`config.mk`:
```
export PLATFORM = sky130hd
export DESIGN_NAME = nco_multi_monitor
export DESIGN_NICKNAME = d
export VERILOG_FILES = /design/src/rtl/nco_mon_pkg.sv /design/src/rtl/nco_ch_monitor.sv /design/src/rtl/nco_multi_monitor.sv
export SDC_FILE = /design/constraint.sdc
export NUM_CORES = 1
export LEC_CHECK = 0
export BUFFER_PORTS_ARGS = -buffer_cell sky130_fd_sc_hd__buf_2
export CORE_MARGIN = 2
export CORE_UTILIZATION = 39
export DETAILED_ROUTE_END_ITERATION = 8
export GPL_TIMING_DRIVEN = 1
export PLACE_DENSITY = 0.61
export SLEW_MARGIN = 20
export SYNTH_ARGS = -nofsm -noshare
export SYNTH_HDL_FRONTEND = slang
export SYNTH_SLANG_ARGS = --single-unit
export TNS_END_PERCENT = 5
```
`constraint.sdc`:
```
create_clock -name clk -period 9.25 [get_ports clk]
set_input_delay 1.85 -clock clk [delete_from_list [all_inputs] [get_ports clk]]
set_output_delay 1.85 -clock clk [all_outputs]
set_load 0.01 [all_outputs]
```
`src/rtl/nco_mon_pkg.sv`:
```
// Shared constants and types for the multi-channel NCO select/wave monitor.
// Error indices give the bit order of each channel's {lat, hold, rst} flag triple.
package nco_mon_pkg;

    localparam int ERR_RST   = 0;
    localparam int ERR_HOLD  = 1;
    localparam int ERR_LAT   = 2;
    localparam int ERR_TYPES = 3;

    localparam int DEF_NUM_CH       = 4;
    localparam int DEF_SELECT_WIDTH = 2;
    localparam int DEF_WAVE_WIDTH   = 8;
    localparam int DEF_MIN_HOLD     = 32;
    localparam int DEF_LAT_MIN      = 2;
    localparam int DEF_LAT_MAX      = 2;
    localparam int DEF_CNT_WIDTH    = 16;

    typedef enum logic {
        ST_IDLE  = 1'b0,
        ST_ARMED = 1'b1
    } ch_state_e;

endpackage

```
`src/rtl/nco_ch_monitor.sv`:
```
// One NCO channel: detects select/wave changes and reports the reset, hold and
// latency violations seen on the current edge as a combinational pulse vector.
module nco_ch_monitor
    import nco_mon_pkg::*;
#(
    parameter int SELECT_WIDTH = DEF_SELECT_WIDTH,
    parameter int WAVE_WIDTH   = DEF_WAVE_WIDTH,
    parameter int MIN_HOLD     = DEF_MIN_HOLD,
    parameter int LAT_MIN      = DEF_LAT_MIN,
    parameter int LAT_MAX      = DEF_LAT_MAX
) (
    input  logic                    clk,
    input  logic                    resetn,
    input  logic                    i_en,
    input  logic [SELECT_WIDTH-1:0] i_sel,
    input  logic [WAVE_WIDTH-1:0]   i_wave,
    output logic [ERR_TYPES-1:0]    o_viol
);

    localparam int HW = $clog2(MIN_HOLD + 1);
    localparam int LW = $clog2(LAT_MAX + 1);
    localparam logic [HW-1:0] HOLD_SAT = HW'(MIN_HOLD);
    localparam logic [LW-1:0] LMIN     = LW'(LAT_MIN);
    localparam logic [LW-1:0] LMAX     = LW'(LAT_MAX);

    ch_state_e               r_state, w_state_nxt;
    logic                    r_first;
    logic [SELECT_WIDTH-1:0] r_prev_sel;
    logic [WAVE_WIDTH-1:0]   r_prev_wave;
    logic [HW-1:0]           r_hold_cnt, w_hold_nxt;
    logic [LW-1:0]           r_lat_cnt, w_lat_nxt;
    logic                    w_sel_chg, w_wave_chg;
    logic                    w_viol_hold, w_viol_lat;

    assign w_sel_chg  = !r_first && (i_sel != r_prev_sel);
    assign w_wave_chg = !r_first && (i_wave != r_prev_wave);

    always_ff @(posedge clk or negedge resetn) begin
        if (!resetn) begin
            r_first     <= 1'b1;
            r_prev_sel  <= '0;
            r_prev_wave <= '0;
            r_hold_cnt  <= '0;
            r_lat_cnt   <= '0;
            r_state     <= ST_IDLE;
        end else begin
            r_first     <= 1'b0;
            r_prev_sel  <= i_sel;
            r_prev_wave <= i_wave;
            r_hold_cnt  <= w_hold_nxt;
            r_lat_cnt   <= w_lat_nxt;
            r_state     <= w_state_nxt;
        end
    end

    // Hold count of 0 means no select change seen yet, so nothing to violate.
    always_comb begin
        w_hold_nxt  = r_hold_cnt;
        w_viol_hold = 1'b0;
        if (!i_en) begin
            w_hold_nxt = HOLD_SAT;
        end else if (w_sel_chg) begin
            w_viol_hold = (r_hold_cnt != '0) && (r_hold_cnt < HOLD_SAT);
            w_hold_nxt  = HW'(1);
        end else if ((r_hold_cnt != '0) && (r_hold_cnt < HOLD_SAT)) begin
            w_hold_nxt = r_hold_cnt + HW'(1);
        end
    end

    // A select change always (re)arms; it silently aborts any open window.
    always_comb begin
        w_state_nxt = r_state;
        w_lat_nxt   = r_lat_cnt;
        w_viol_lat  = 1'b0;
        if (!i_en) begin
            w_state_nxt = ST_IDLE;
            w_lat_nxt   = '0;
        end else if (w_sel_chg) begin
            w_state_nxt = ST_ARMED;
            w_lat_nxt   = LW'(1);
        end else begin
            case (r_state)
                ST_ARMED: begin
                    if (w_wave_chg) begin
                        w_viol_lat  = (r_lat_cnt < LMIN);
                        w_state_nxt = ST_IDLE;
                        w_lat_nxt   = '0;
                    end else if (r_lat_cnt >= LMAX) begin
                        w_viol_lat  = 1'b1;
                        w_state_nxt = ST_IDLE;
                        w_lat_nxt   = '0;
                    end else begin
                        w_lat_nxt = r_lat_cnt + LW'(1);
                    end
                end
                default: ;
            endcase
        end
    end

    assign o_viol[ERR_RST]  = r_first && (i_wave != '0);
    assign o_viol[ERR_HOLD] = w_viol_hold;
    assign o_viol[ERR_LAT]  = w_viol_lat;

endmodule

```
`src/rtl/nco_multi_monitor.sv`:
```
// Multi-channel NCO monitor: per-channel checkers plus sticky flags, a
// saturating violation counter and a registered interrupt.
module nco_multi_monitor
    import nco_mon_pkg::*;
#(
    parameter int NUM_CH       = DEF_NUM_CH,
    parameter int SELECT_WIDTH = DEF_SELECT_WIDTH,
    parameter int WAVE_WIDTH   = DEF_WAVE_WIDTH,
    parameter int MIN_HOLD     = DEF_MIN_HOLD,
    parameter int LAT_MIN      = DEF_LAT_MIN,
    parameter int LAT_MAX      = DEF_LAT_MAX,
    parameter int CNT_WIDTH    = DEF_CNT_WIDTH
) (
    input  logic                           clk,
    input  logic                           resetn,
    input  logic [NUM_CH-1:0]              chk_en,
    input  logic [NUM_CH*SELECT_WIDTH-1:0] signal_out,
    input  logic [NUM_CH*WAVE_WIDTH-1:0]   wave_out,
    input  logic                           err_clr,
    output logic [NUM_CH*ERR_TYPES-1:0]    err_flags,
    output logic [CNT_WIDTH-1:0]           err_count,
    output logic                           irq
);

    localparam int NV    = NUM_CH * ERR_TYPES;
    localparam int SUM_W = CNT_WIDTH + $clog2(NV + 1);
    localparam logic [SUM_W-1:0] CNT_SAT = SUM_W'({CNT_WIDTH{1'b1}});

    logic [NV-1:0]        w_viol;
    logic [NV-1:0]        r_flags, w_flags_nxt;
    logic [CNT_WIDTH-1:0] r_cnt, w_cnt_nxt;
    logic                 r_irq;
    logic [SUM_W-1:0]     w_new_cnt, w_sum;

    for (genvar g = 0; g < NUM_CH; g++) begin : g_ch
        nco_ch_monitor #(
            .SELECT_WIDTH (SELECT_WIDTH),
            .WAVE_WIDTH   (WAVE_WIDTH),
            .MIN_HOLD     (MIN_HOLD),
            .LAT_MIN      (LAT_MIN),
            .LAT_MAX      (LAT_MAX)
        ) u_ch (
            .clk    (clk),
            .resetn (resetn),
            .i_en   (chk_en[g]),
            .i_sel  (signal_out[g*SELECT_WIDTH +: SELECT_WIDTH]),
            .i_wave (wave_out[g*WAVE_WIDTH +: WAVE_WIDTH]),
            .o_viol (w_viol[g*ERR_TYPES +: ERR_TYPES])
        );
    end

    always_comb begin
        w_new_cnt = '0;
        for (int i = 0; i < NV; i++) begin
            w_new_cnt = w_new_cnt + SUM_W'(w_viol[i]);
        end
    end

    // Clear wins first; same-edge violations then land on the cleared state.
    always_comb begin
        w_flags_nxt = (err_clr ? '0 : r_flags) | w_viol;
        w_sum       = (err_clr ? '0 : SUM_W'(r_cnt)) + w_new_cnt;
        w_cnt_nxt   = (w_sum > CNT_SAT) ? {CNT_WIDTH{1'b1}} : w_sum[CNT_WIDTH-1:0];
    end

    always_ff @(posedge clk or negedge resetn) begin
        if (!resetn) begin
            r_flags <= '0;
            r_cnt   <= '0;
            r_irq   <= 1'b0;
        end else begin
            r_flags <= w_flags_nxt;
            r_cnt   <= w_cnt_nxt;
            r_irq   <= |w_flags_nxt;
        end
    end

    assign err_flags = r_flags;
    assign err_count = r_cnt;
    assign irq       = r_irq;

endmodule

```
==> results.py <==
metrics = {
    "die": {
        "dieArea_um2": 13970,
        "start_util": 0.4013,
        "die_w_um": 118.2,
        "row_count": 41,
        "pin_count": 76,
        "die_h_um": 118.2,
        "core_area_um2": 12670,
    },
    "synth": {
        "syn-num-nets": 538,
        "synth-edff-count": 0,
        "ys_seq_elements": 106,
        "yosysSeqAreaShare": 0.5219,
        "synth_area_leaders": "dfrtp_1 52%, xor2_1 8.4%, ha_1 4.2%, xnor2_1 3.3%, fa_1 3.1%",
        "synthFlopType": "dfrtp_1",
        "syn_inst": 466,
        "synth_top_area_cell": "dfrtp_1",
        "ys_types": 44,
        "syn_area_um2": 5085,
        "async_flop_share": 1.000,
        "synth.avg_cell_area_um2": 10.91,
        "synth_most_common_cell": "dfrtp_1",
        "ys_top_cells_by_count": "105 x dfrtp_1, 49 x xor2_1, 35 x nand2_1",
        "synth_top_area_frac": 0.5167,
        "yosys_warnings": 0,
    },
    "cts": {
        "numCtsBuffers": 9,
        "htreeDepth": 3,
        "clk_latency_ps": 350,
        "cts.sinks": 106,
        "clock_path_buffers": 2,
        "clk_pin_slew_ps": 60,
        "cts_tree": "yes",
        "cts_resized": 0,
        "ctsRootBufferMaster": "clkbuf_16",
        "postCtsHoldBufs": 0,
        "post_cts_buffers": 0,
    },
    "pwr": {
        "internal-power_w": 0.0008199,
        "power.density_nw_per_um2": 184.3,
        "power_frac_comb": 0.158,
        "vdd_drop_max_mv": 0.09366,
        "p_clk_frac": 0.378,
        "finalPower_w": 0.001103,
        "p_leak_nw": 2.808,
        "power_frac_seq": 0.464,
        "p_switching_w": 0.0002836,
        "sw_frac_of_total": 0.2570,
    },
    "placed_design": {
        "dp.final_hpwl_mm": 7.884,
        "portBuffers": 75,
        "gp_congestion": 0.8153,
    },
    "cells_and_area": {
        "nFillCells": 1204,
        "area_growth_pct": 17.74,
        "post-route-util": 0.4725,
        "layout.nets": 620,
        "antenna_cells": 0,
        "drive_above_1_share": 0.1790,
    },
    "setup_path": {
        "start_kind": "input port",
        "path_class": "input port to register",
        "cp.required_ps": 9450,
        "worst_r2r_endpoint": "err_count[10]$_DFF_PN0_",
        "critPathArrivalTime_ps": 7030,
        "reg2regPathDepth": 17,
        "path_max_fanout": 14,
        "endpoint_kind": "register",
        "timing.rr.start": "g_ch[3].u_ch.r_first$_DFF_PN1_",
        "r2r_setup_slack_ps": 3630,
    },
    "min_path": {
        "hold_path_class": "register to register",
        "hold-path-endpoint": "g_ch[3].u_ch.r_lat_cnt[0]$_DFFE_PN0P_",
        "holdCritStartpoint": "g_ch[3].u_ch.r_lat_cnt[0]$_DFFE_PN0P_",
        "holdPathStages": 1,
    },
    "sta": {
        "fin_skew_ps": 8.583,
        "tns_ps": 0,
        "holdWs_ps": 483.3,
        "slew_headroom": 0.3580,
        "period_minus_slack_ps": 6835,
        "fin_crit_sh": 0.7390,
        "rsz0062_at_grt": "no",
        "worst_pin_slew_ps": 963.0,
        "setup_viol": 0,
        "finalMaxSlewViolations": 0,
        "hold_viol_final": 0,
        "clock.fmax_mhz": 146.3,
    },
    "global_route": {
        "grt_pass1_vias": 3733,
        "grt_max_degree": 76,
        "grt_util_all_layers": 0.1660,
        "antenna_found_initial": 0,
        "grt-ovfl-total": 0,
        "grt_pass1_wl_mm": 18.48,
    },
    "routing": {
        "wire_per_inst_um": 14.78,
        "wirelength_mm": 10.72,
        "drc": 0,
        "via_per_inst": 4.963,
        "drt_iter0_drc": 183,
        "dr_total_vias": 3598,
        "drt-pass1-iter-count": 4,
        "ant_nets": 0,
    },
    "run": {
        "cap_violations": 0,
    },
    "outcome": {
        "status": "finished clean",
    },
}
power groups by stage:
stage	Sequential [W]	Clock [W]	Combinational, W
after floorplan	0.000521	0	0.000105
after global placement	0.000519	0	0.000173
after detailed placement	0.000520	0	0.000177
after CTS	0.000511	0.000431	0.000180
after global routing	0.000515	0.000449	0.000201
final	0.000512	0.000417	0.000174
placed cells by master, fill, tap and decap left out, drive strengths merged, types with 2 or more instances in the layout:
cell type,n
o2111ai,2
dfrtp,105
nor2,31
a21oi,20
and3,3
a21boi,4
mux2i,2
inv,31
nor4b,5
o211ai,2
or4,8
nand2,35
nand2b,8
nand4b,6
a21o,4
ha,17
nor3,3
nand3,11
xor2,49
bufinv,2
nor4,9
nor3b,2
or3b,2
a32oi,3
o21a,6
nor2b,16
fa,8
nand4,7
o21ai,33
a31oi,3
buf,76
xnor2,19
clkbuf,14
metrics by stage:
step | setup slack, ps | cell area (um2) | instances
6_report | 2415 | 5987 | 725
5_1_grt | 1988 | 5987 | 725
4_1_cts | 2368 | 5987 | 725
3_5_place_dp | 1998 | 5663 | 709
3_3_place_gp | 2131 | 5663 | 709
2_1_floorplan | 2733 | 5085 | 466
layout make-up:
| class | count | area (um2) | share of cell area |
|---|---|---|---|
| clock buffers | 14 | 264.0 | 0.04410 |
| clock inverters | 2 | 60.06 | 0.01003 |
| inverters | 31 | 116.4 | 0.01944 |
| multi-input cells | 324 | 2292 | 0.3829 |
| flip-flops and latches | 106 | 2654 | 0.4433 |
| well taps | 172 | 215.2 | 0.03595 |
| repair buffers | 76 | 385.4 | 0.06437 |
per-layer routing:
metal | GRT usage | vias to the layer above | routed length, um
met5 | 0 | - | 0
met4 | 0.05045 | 0 | 139
met3 | 0.05068 | 11 | 485
met2 | 0.2699 | 71 | 5176
met1 | 0.2128 | 1765 | 4917
li1 | - | 1751 | -
how the worst max path moves through the flow:
| stage | slack (ps) | start | cells past startpoint | end |
|---|---|---|---|---|
| after floorplan | 2730 | wave_out[22] | 20 | err_count[12]$_DFF_PN0_ |
| after global placement | 2130 | wave_out[23] | 20 | err_count[4]$_DFF_PN0_ |
| after detailed placement | 2000 | wave_out[23] | 20 | err_count[15]$_DFF_PN0_ |
| after CTS | 2370 | wave_out[23] | 20 | err_count[4]$_DFF_PN0_ |
| after global routing | 1990 | wave_out[23] | 20 | err_count[4]$_DFF_PN0_ |
| final | 2410 | wave_out[23] | 20 | err_count[10]$_DFF_PN0_ |
cell families after synthesis:
logic type | after synthesis | share of synthesized area
AOI/OAI and AO/OA | 80 | 0.09695
xor gates and xnor gates | 68 | 0.1171
adders and majority gates | 25 | 0.07333
buffers and inverters | 36 | 0.02731
DFF | 106 | 0.5219
muxes | 2 | 0.003937
other | 1 | 0.0007375
and+or+nand+nor | 148 | 0.1587
sequential cells by signal, summed over array words and instances, names as in the netlist:
name                   cells
err_count                 16
err_flags                 12
g_ch.u_ch.r_first          1
g_ch.u_ch.r_hold_cnt      24
g_ch.u_ch.r_lat_cnt        8
g_ch.u_ch.r_prev_sel       8
g_ch.u_ch.r_prev_wave     32
g_ch.u_ch.r_state          4
irq                        1
critical path, cell delays in order:
cell and delay (ps):
buf_2 110, xor2_1 130, nor4_1 330, a21oi_1 160, xor2_1 210, nand3_1 140
fa_1 580, fa_1 450, fa_1 540, fa_1 550, inv_1 60, fa_1 430
inv_1 80, fa_1 170, nor2b_1 60, o21ai_1 160, a21boi_1 160, o21ai_2 240
or2_1 440, o211ai_1 180
Power figures use the tool's default switching activity.
